## src/rtl/serial_frame_loader_if.sv

```systemverilog
// Frame-loader bus: upstream request/data, core status, and serial load outputs.
// master drives the request side; slave is the loader itself.
interface serial_frame_loader_if #(
  parameter int unsigned KEY_SIZE = 8,
  parameter int unsigned MSG_SIZE = 64
);
  logic                iEn;
  logic                iStart;
  logic [KEY_SIZE-1:0] iKey;
  logic [MSG_SIZE-1:0] iMsg;
  logic                iEncryption_status;
  logic                oReady;
  logic                oSerial_in;
  logic                oLoad_key;
  logic                oLoad_msg;
  logic                oDone;
  logic                oTimeout;

  modport master (
    output iEn, iStart, iKey, iMsg, iEncryption_status,
    input  oReady, oSerial_in, oLoad_key, oLoad_msg, oDone, oTimeout
  );

  modport slave (
    input  iEn, iStart, iKey, iMsg, iEncryption_status,
    output oReady, oSerial_in, oLoad_key, oLoad_msg, oDone, oTimeout
  );
endinterface

```

## src/rtl/serial_frame_loader.sv

```systemverilog
// Serializes one key/message frame into the XOR core (key, gap, message),
// then waits for the core's completion flag or times out.
module serial_frame_loader #(
  parameter int unsigned KEY_SIZE       = 8,
  parameter int unsigned MSG_SIZE       = 64,
  parameter int unsigned TIMEOUT_CYCLES = 255
) (
  input logic                  iClk,
  input logic                  iRst,
  serial_frame_loader_if.slave bus
);

  localparam int unsigned CNT_W = $clog2(MSG_SIZE) + 1;
  localparam int unsigned TMO_W = $clog2(TIMEOUT_CYCLES + 1);

  typedef enum logic [2:0] {
    S_IDLE,
    S_KEY,
    S_GAP,
    S_MSG,
    S_WAIT
  } state_t;

  state_t              r_state, w_state_nxt;
  logic [CNT_W-1:0]    r_cnt, w_cnt_nxt;
  logic [TMO_W-1:0]    r_tmo, w_tmo_nxt, w_tmo_inc;
  logic [KEY_SIZE-1:0] r_key, w_key_nxt;
  logic [MSG_SIZE-1:0] r_msg, w_msg_nxt;
  logic                r_ready, w_ready;
  logic                r_serial, w_serial;
  logic                r_load_key, w_load_key;
  logic                r_load_msg, w_load_msg;
  logic                r_done, w_done;
  logic                r_timeout, w_timeout;

  // State and output registers; iEn low freezes everything, pending pulses included.
  always_ff @(posedge iClk or posedge iRst) begin
    if (iRst) begin
      r_state    <= S_IDLE;
      r_cnt      <= '0;
      r_tmo      <= '0;
      r_key      <= '0;
      r_msg      <= '0;
      r_ready    <= 1'b1;
      r_serial   <= 1'b0;
      r_load_key <= 1'b0;
      r_load_msg <= 1'b0;
      r_done     <= 1'b0;
      r_timeout  <= 1'b0;
    end else if (bus.iEn) begin
      r_state    <= w_state_nxt;
      r_cnt      <= w_cnt_nxt;
      r_tmo      <= w_tmo_nxt;
      r_key      <= w_key_nxt;
      r_msg      <= w_msg_nxt;
      r_ready    <= w_ready;
      r_serial   <= w_serial;
      r_load_key <= w_load_key;
      r_load_msg <= w_load_msg;
      r_done     <= w_done;
      r_timeout  <= w_timeout;
    end
  end

  // Saturating WAIT-cycle count including the current cycle.
  assign w_tmo_inc = (r_tmo == TMO_W'(TIMEOUT_CYCLES)) ? r_tmo : r_tmo + TMO_W'(1);

  // Next-state and next-output logic; shadows shift left so the MSB is always the next bit.
  always_comb begin
    w_state_nxt = r_state;
    w_cnt_nxt   = r_cnt;
    w_tmo_nxt   = r_tmo;
    w_key_nxt   = r_key;
    w_msg_nxt   = r_msg;
    w_ready     = 1'b0;
    w_serial    = 1'b0;
    w_load_key  = 1'b0;
    w_load_msg  = 1'b0;
    w_done      = 1'b0;
    w_timeout   = 1'b0;

    unique case (r_state)
      S_IDLE: begin
        w_ready = 1'b1;
        if (bus.iStart) begin
          w_key_nxt   = bus.iKey;
          w_msg_nxt   = bus.iMsg;
          w_cnt_nxt   = '0;
          w_ready     = 1'b0;
          w_state_nxt = S_KEY;
        end
      end

      S_KEY: begin
        w_load_key = 1'b1;
        w_serial   = r_key[KEY_SIZE-1];
        w_key_nxt  = r_key << 1;
        if (r_cnt == CNT_W'(KEY_SIZE - 1)) begin
          w_cnt_nxt   = '0;
          w_state_nxt = S_GAP;
        end else begin
          w_cnt_nxt = r_cnt + CNT_W'(1);
        end
      end

      // Forces a falling edge on the key flag before the message flag rises.
      S_GAP: begin
        w_cnt_nxt   = '0;
        w_state_nxt = S_MSG;
      end

      S_MSG: begin
        w_load_msg = 1'b1;
        w_serial   = r_msg[MSG_SIZE-1];
        w_msg_nxt  = r_msg << 1;
        if (r_cnt == CNT_W'(MSG_SIZE - 1)) begin
          w_cnt_nxt   = '0;
          w_tmo_nxt   = '0;
          w_state_nxt = S_WAIT;
        end else begin
          w_cnt_nxt = r_cnt + CNT_W'(1);
        end
      end

      // Completion takes priority over a coincident timeout.
      S_WAIT: begin
        if (bus.iEncryption_status) begin
          w_done      = 1'b1;
          w_ready     = 1'b1;
          w_tmo_nxt   = '0;
          w_state_nxt = S_IDLE;
        end else if (w_tmo_inc == TMO_W'(TIMEOUT_CYCLES)) begin
          w_timeout   = 1'b1;
          w_ready     = 1'b1;
          w_tmo_nxt   = '0;
          w_state_nxt = S_IDLE;
        end else begin
          w_tmo_nxt = w_tmo_inc;
        end
      end

      default: begin
        w_ready     = 1'b1;
        w_state_nxt = S_IDLE;
      end
    endcase
  end

  assign bus.oReady     = r_ready;
  assign bus.oSerial_in = r_serial;
  assign bus.oLoad_key  = r_load_key;
  assign bus.oLoad_msg  = r_load_msg;
  assign bus.oDone      = r_done;
  assign bus.oTimeout   = r_timeout;

endmodule
```

## src/flat_wrapper.sv

```systemverilog
// flat-port wrapper written by rule: the top's interface ports become plain ports
module serial_frame_loader_flat 
#(
  parameter int unsigned KEY_SIZE       = 8,
  parameter int unsigned MSG_SIZE       = 64,
  parameter int unsigned TIMEOUT_CYCLES = 255
)
  (iClk, iRst, bus_iEn, bus_iStart, bus_iKey, bus_iMsg, bus_iEncryption_status, bus_oReady, bus_oSerial_in, bus_oLoad_key, bus_oLoad_msg, bus_oDone, bus_oTimeout);
  serial_frame_loader_if #(.KEY_SIZE(KEY_SIZE), .MSG_SIZE(MSG_SIZE)) bus_i ();
  input logic iClk;
  input logic iRst;
  input wire logic [$bits(bus_i.iEn)-1:0] bus_iEn;
  input wire logic [$bits(bus_i.iStart)-1:0] bus_iStart;
  input wire logic [$bits(bus_i.iKey)-1:0] bus_iKey;
  input wire logic [$bits(bus_i.iMsg)-1:0] bus_iMsg;
  input wire logic [$bits(bus_i.iEncryption_status)-1:0] bus_iEncryption_status;
  output wire logic [$bits(bus_i.oReady)-1:0] bus_oReady;
  output wire logic [$bits(bus_i.oSerial_in)-1:0] bus_oSerial_in;
  output wire logic [$bits(bus_i.oLoad_key)-1:0] bus_oLoad_key;
  output wire logic [$bits(bus_i.oLoad_msg)-1:0] bus_oLoad_msg;
  output wire logic [$bits(bus_i.oDone)-1:0] bus_oDone;
  output wire logic [$bits(bus_i.oTimeout)-1:0] bus_oTimeout;
  assign bus_i.iEn = bus_iEn;
  assign bus_i.iStart = bus_iStart;
  assign bus_i.iKey = bus_iKey;
  assign bus_i.iMsg = bus_iMsg;
  assign bus_i.iEncryption_status = bus_iEncryption_status;
  assign bus_oReady = bus_i.oReady;
  assign bus_oSerial_in = bus_i.oSerial_in;
  assign bus_oLoad_key = bus_i.oLoad_key;
  assign bus_oLoad_msg = bus_i.oLoad_msg;
  assign bus_oDone = bus_i.oDone;
  assign bus_oTimeout = bus_i.oTimeout;
  serial_frame_loader #(.KEY_SIZE(KEY_SIZE), .MSG_SIZE(MSG_SIZE), .TIMEOUT_CYCLES(TIMEOUT_CYCLES)) u_core (.iClk(iClk), .iRst(iRst), .bus(bus_i));
endmodule
```

## config.mk

```make
export PLATFORM = sky130hd
export DESIGN_NAME = serial_frame_loader_flat
export DESIGN_NICKNAME = d
export VERILOG_FILES = /design/src/rtl/serial_frame_loader_if.sv /design/src/rtl/serial_frame_loader.sv /design/src/flat_wrapper.sv
export SDC_FILE = /design/constraint.sdc
export NUM_CORES = 1
export LEC_CHECK = 0
export CORE_MARGIN = 4
export CORE_UTILIZATION = 25
export CTS_CLUSTER_DIAMETER = 40
export DETAILED_ROUTE_END_ITERATION = 10
export GPL_TIMING_DRIVEN = 0
export PLACE_DENSITY_LB_ADDON = 0.08
export SYNTH_ARGS = -nofsm -noshare
export SYNTH_HDL_FRONTEND = slang
export SYNTH_SLANG_ARGS = --single-unit
```

## constraint.sdc

```tcl
create_clock -name iClk -period 3.15 [get_ports iClk]
set_input_delay 0.63 -clock iClk [delete_from_list [all_inputs] [get_ports iClk]]
set_output_delay 0.63 -clock iClk [all_outputs]
set_load 0.02 [all_outputs]
```

==> Implementation_results.wiki <==
{| class="wikitable"
! Metric !! Value
|-
| Status || finished clean
|-
| Hold Crit Depth || 2
|-
| Setup repair after global routing missed its margin || false
|-
| TritonCTS clock tree || yes
|-
| CP bufs+invs || 4
|-
| Chip Width || 145 µm
|-
| Starting utilization of the core area || 0.258
|-
| Number of hold-repair buffers added at the cts stage || 0
|-
| Synthesized area || 4710 µm²
|-
| FF+latch area || 2400 µm²
|-
| Actual slew at the worst max-slew pin || 0.846 ns
|-
| Post-route worst hold slack || 0.490 ns
|-
| Clock-pin slew on the worst setup and hold paths || 0.07 ns
|-
| I/O Buffers || 82
|-
| Remaining antenna violation count after routing || 0
|-
| Leakage power summed over all cells || 2.52 nW
|-
| Worst EP arrival || 2.93 ns
|-
| Count of state elements after synthesis || 96
|-
| Die Footprint || 21100 µm²
|-
| Layout Nets || 713
|-
| Count of endpoints failing setup in the final report || 0
|-
| Class of the tightest hold or removal check || flip-flop to flip-flop
|-
| Launching element type of the critical path || input pin
|-
| Number of buffers created by CTS || 9
|-
| Vert. Die Dim || 145 µm
|-
| Placer's final routability congestion estimate || 0.767
|-
| Total GRT Usage || 0.123
|-
| Type of element capturing the critical path || flip-flop
|-
| DRC Markers || 0
|-
| Fraction of layout cells with a size suffix above 1 || 0.0768
|-
| # IOs || 83
|-
| Total wirelength of the detailed-routed design || 12800 µm
|-
| Number of cells on the worst reg-to-reg path || 6
|-
| Std-Cell Rows || 49
|-
| Largest vdd supply drop || 0.000281 V
|-
| Number of filler cells placed in the layout || 1953
|-
| DRC marker count from the first detailed-route iteration || 257
|-
| Cell count after synthesis || 540
|-
| Final critical-path share of the clock period || 0.861
|-
| Total core area || 18300 µm²
|-
| Max frequency || 369 MHz
|-
| Normalized max-slew margin || 0.430
|-
| Global route total overflow || 0
|-
| Detailed-placement wirelength estimate || 9150 µm
|-
| Worst path depth || 7
|-
| CP top delay family || buffers and inverters
|-
| Largest net degree at the start of global routing || 59
|-
| Vias per std cell || 4.68
|-
| Number of global-route vias before repair || 4117
|-
| Antenna violations before repair || 0
|-
| Final Critical Period || 2.71 ns
|-
| CTS-repair resized insts || 0
|-
| Number of clock sinks seen by CTS || 96
|-
| Startpoint-to-endpoint class of the critical path || input pin to flip-flop
|-
| Power per unit of standard cell area || 839 nW/µm²
|-
| Most common cell on crit path || sky130_fd_sc_hd__buf_2
|-
| Worst Clk Skew || 0.00802 ns
|-
| Antenna fix cells || 0
|-
| Footprint of the multi-input gates || 2080 µm²
|-
| Detailed-router iteration count before antenna repair || 5
|-
| Clock latency of the later-clocked register in the worst-skew pair || 0.35 ns
|-
| Sequential fraction of the synthesis area || 0.510
|-
| Area growth, synth to finish || 30.9%
|-
| Wire per inst || 14.7 µm
|-
| Maximum count of clock buffers along a single path || 2
|-
| Required time of the worst setup path || 3.37 ns
|-
| Crit path max fanout || 10
|-
| Max-cap violations || 0
|-
| Number of warnings issued by yosys || 0
|-
| CP max-delay cell || sky130_fd_sc_hd__clkdlybuf4s50_1
|-
| Average footprint of a synthesized cell || 8.72 µm²
|-
| Tot Pwr || 5.17 mW
|-
| Synthesized netlist net count || 619
|-
| Via total after detailed routing || 4055
|-
| Wire length of the first global-routing pass || 21400 µm
|-
| Max stage delay on crit path || 0.66 ns
|-
| Final-report max-slew violation count || 0
|-
| Post-CTS setup buffers || 0
|-
| Maximum level of the CTS H-tree || 3
|-
| Number of unique standard cell types used by synthesis || 55
|-
| Clock root buffer master || sky130_fd_sc_hd__clkbuf_16
|-
| Hold Vio Cnt, Final || 0
|-
| Ordered list of cells on the worst path || clkdlybuf4s50_1 -> and4b_1 -> a21o_1 -> clkbuf_1 -> buf_2 -> buf_2 -> a31oi_1
|}
[layout make-up]
type / instances / share of cell area
Clock buffer: 9 / 0.0365
Sequential cell: 96 / 0.390
Clock inverter: 6 / 0.0152
Inverter: 7 / 0.00467
Tap cell: 229 / 0.0465
Multi-Input combinational cell: 396 / 0.337
Buffer: 41 / 0.0325
Timing Repair Buffer: 83 / 0.138
[worst paths after layout]
kind,start,end,slack (ns)
max in group asynchronous,iRst,u_core.r_msg[3]$_DFFE_PP0P_,1.79
max reg2reg,u_core.r_cnt[0]$_DFFE_PP0P_,u_core.r_state[2]$_DFFE_PP0P_,0.69
max,bus_iEn,u_core.r_msg[15]$_DFFE_PP0P_,0.44
min,u_core.r_key[2]$_DFFE_PP0P_,u_core.r_key[2]$_DFFE_PP0P_,0.49
min in group asynchronous,iRst,u_core.r_msg[46]$_DFFE_PP0P_,0.67
min reg2reg,u_core.r_key[2]$_DFFE_PP0P_,u_core.r_key[2]$_DFFE_PP0P_,0.49
[power by group]
part	internal (mW)	switching, mW
Sequential	1.78	0.320
Combinational	0.771	1.11
Clock	0.697	0.499
[per-stage QoR]
step                TNS, ns  area, µm²   util  worst slack [ns]  std cells
global placement    -170.54       5820  0.318             -1.79        851
detailed placement        0       5850  0.320            0.0237        852
finish                    0       6170  0.337             0.438        867
floorplan                 0       4710      -            0.0163        540
global route              0       6170  0.337             0.250        867
CTS                       0       6170  0.337             0.391        867
[synth_stat cells, drive strengths merged]
master,n,area (µm²)
nor3b,3,22.5
buf,13,95.1
and4b,1,10.0
nand4,3,25.0
nor4b,1,8.76
or2,1,6.26
o31ai,4,30.0
mux2i,10,104
o211ai,1,7.51
nor4,1,6.26
o41ai,1,16.3
mux2,3,33.8
dfrtp,95,2380
o22ai,1,12.5
inv,7,26.3
and3,3,30.0
a22oi,2,15.0
a41oi,2,17.5
a211o,1,8.76
nand2,149,559
nor3,4,20.0
nor2b,2,12.5
or3,2,12.5
and4,1,8.76
a41o,1,10.0
clkbuf,28,105
o21ai,20,100
nand3b,4,33.8
a31oi,65,407
and3b,1,8.76
a21boi,2,18.8
ha,2,25.0
a32o,2,21.3
a21o,1,7.51
a21oi,17,88.8
and2,4,26.3
nor2,69,267
a311oi,1,26.3
o211a,1,10.0
a22o,3,27.5
dfstp,1,26.3
nand3,7,35.0
[worst reg2reg max path: stages (launching register included)]
cell	delay [ns]
sky130_fd_sc_hd__dfrtp_1	0.42
sky130_fd_sc_hd__ha_1	0.27
sky130_fd_sc_hd__nor2b_1	0.20
sky130_fd_sc_hd__nand4_1	0.20
sky130_fd_sc_hd__a22oi_1	0.70
sky130_fd_sc_hd__a21boi_0	0.19
sky130_fd_sc_hd__or3_1	0.37
[cell families (layout without fill, tap and decap cells)]
family | count (synthesis) | in the layout | share of synthesized area
mux | 13 | 13 | 0.0292
simple gates | 256 | 256 | 0.232
compound gates | 125 | 125 | 0.175
fa+ha+maj | 2 | 2 | 0.00531
buf+inv | 48 | 146 | 0.0481
flops | 96 | 96 | 0.510
[cells in the final DEF (no fill, tap or decap), types with 3 or more instances in the layout]
cell type / instances
sky130_fd_sc_hd__buf_6: 4
sky130_fd_sc_hd__nor3_1: 4
sky130_fd_sc_hd__dfrtp_1: 95
sky130_fd_sc_hd__nand3b_1: 3
sky130_fd_sc_hd__clkbuf_1: 28
sky130_fd_sc_hd__clkinvlp_4: 3
sky130_fd_sc_hd__o21ai_1: 14
sky130_fd_sc_hd__a21oi_1: 16
sky130_fd_sc_hd__nand2_1: 149
sky130_fd_sc_hd__a31oi_1: 65
sky130_fd_sc_hd__o21ai_0: 6
sky130_fd_sc_hd__mux2_2: 3
sky130_fd_sc_hd__o31ai_1: 4
sky130_fd_sc_hd__clkdlybuf4s50_1: 82
sky130_fd_sc_hd__inv_1: 6
sky130_fd_sc_hd__nor3b_1: 3
sky130_fd_sc_hd__clkbuf_16: 9
sky130_fd_sc_hd__nor2_1: 68
sky130_fd_sc_hd__nand3_1: 7
sky130_fd_sc_hd__mux2i_1: 9
sky130_fd_sc_hd__buf_2: 7
sky130_fd_sc_hd__and2_1: 3
[flip-flops by register name, summed over array words and instances, names as in the netlist]
name	flops
u_core.r_cnt	7
u_core.bus.oSerial_in	1
u_core.r_state	3
u_core.bus.oLoad_msg	1
u_core.bus.oDone	1
u_core.r_key	8
u_core.bus.oTimeout	1
u_core.bus.oLoad_key	1
u_core.r_tmo	8
u_core.r_msg	64
u_core.bus.oReady	1
[routing by layer]
metal / global-route usage / part of all wire / wire length, µm / up-vias
met2: 0.189 / 0.46 / 5890 / 79
met4: 0.0427 / 0.015 / 195 / 0
met5: 0 / 0 / 0 / -
met1: 0.174 / 0.49 / 6250 / 1921
li1: - / - / - / 2042
met3: 0.0231 / 0.033 / 420 / 13
No activity file was read; power rests on OpenSTA's default activity.
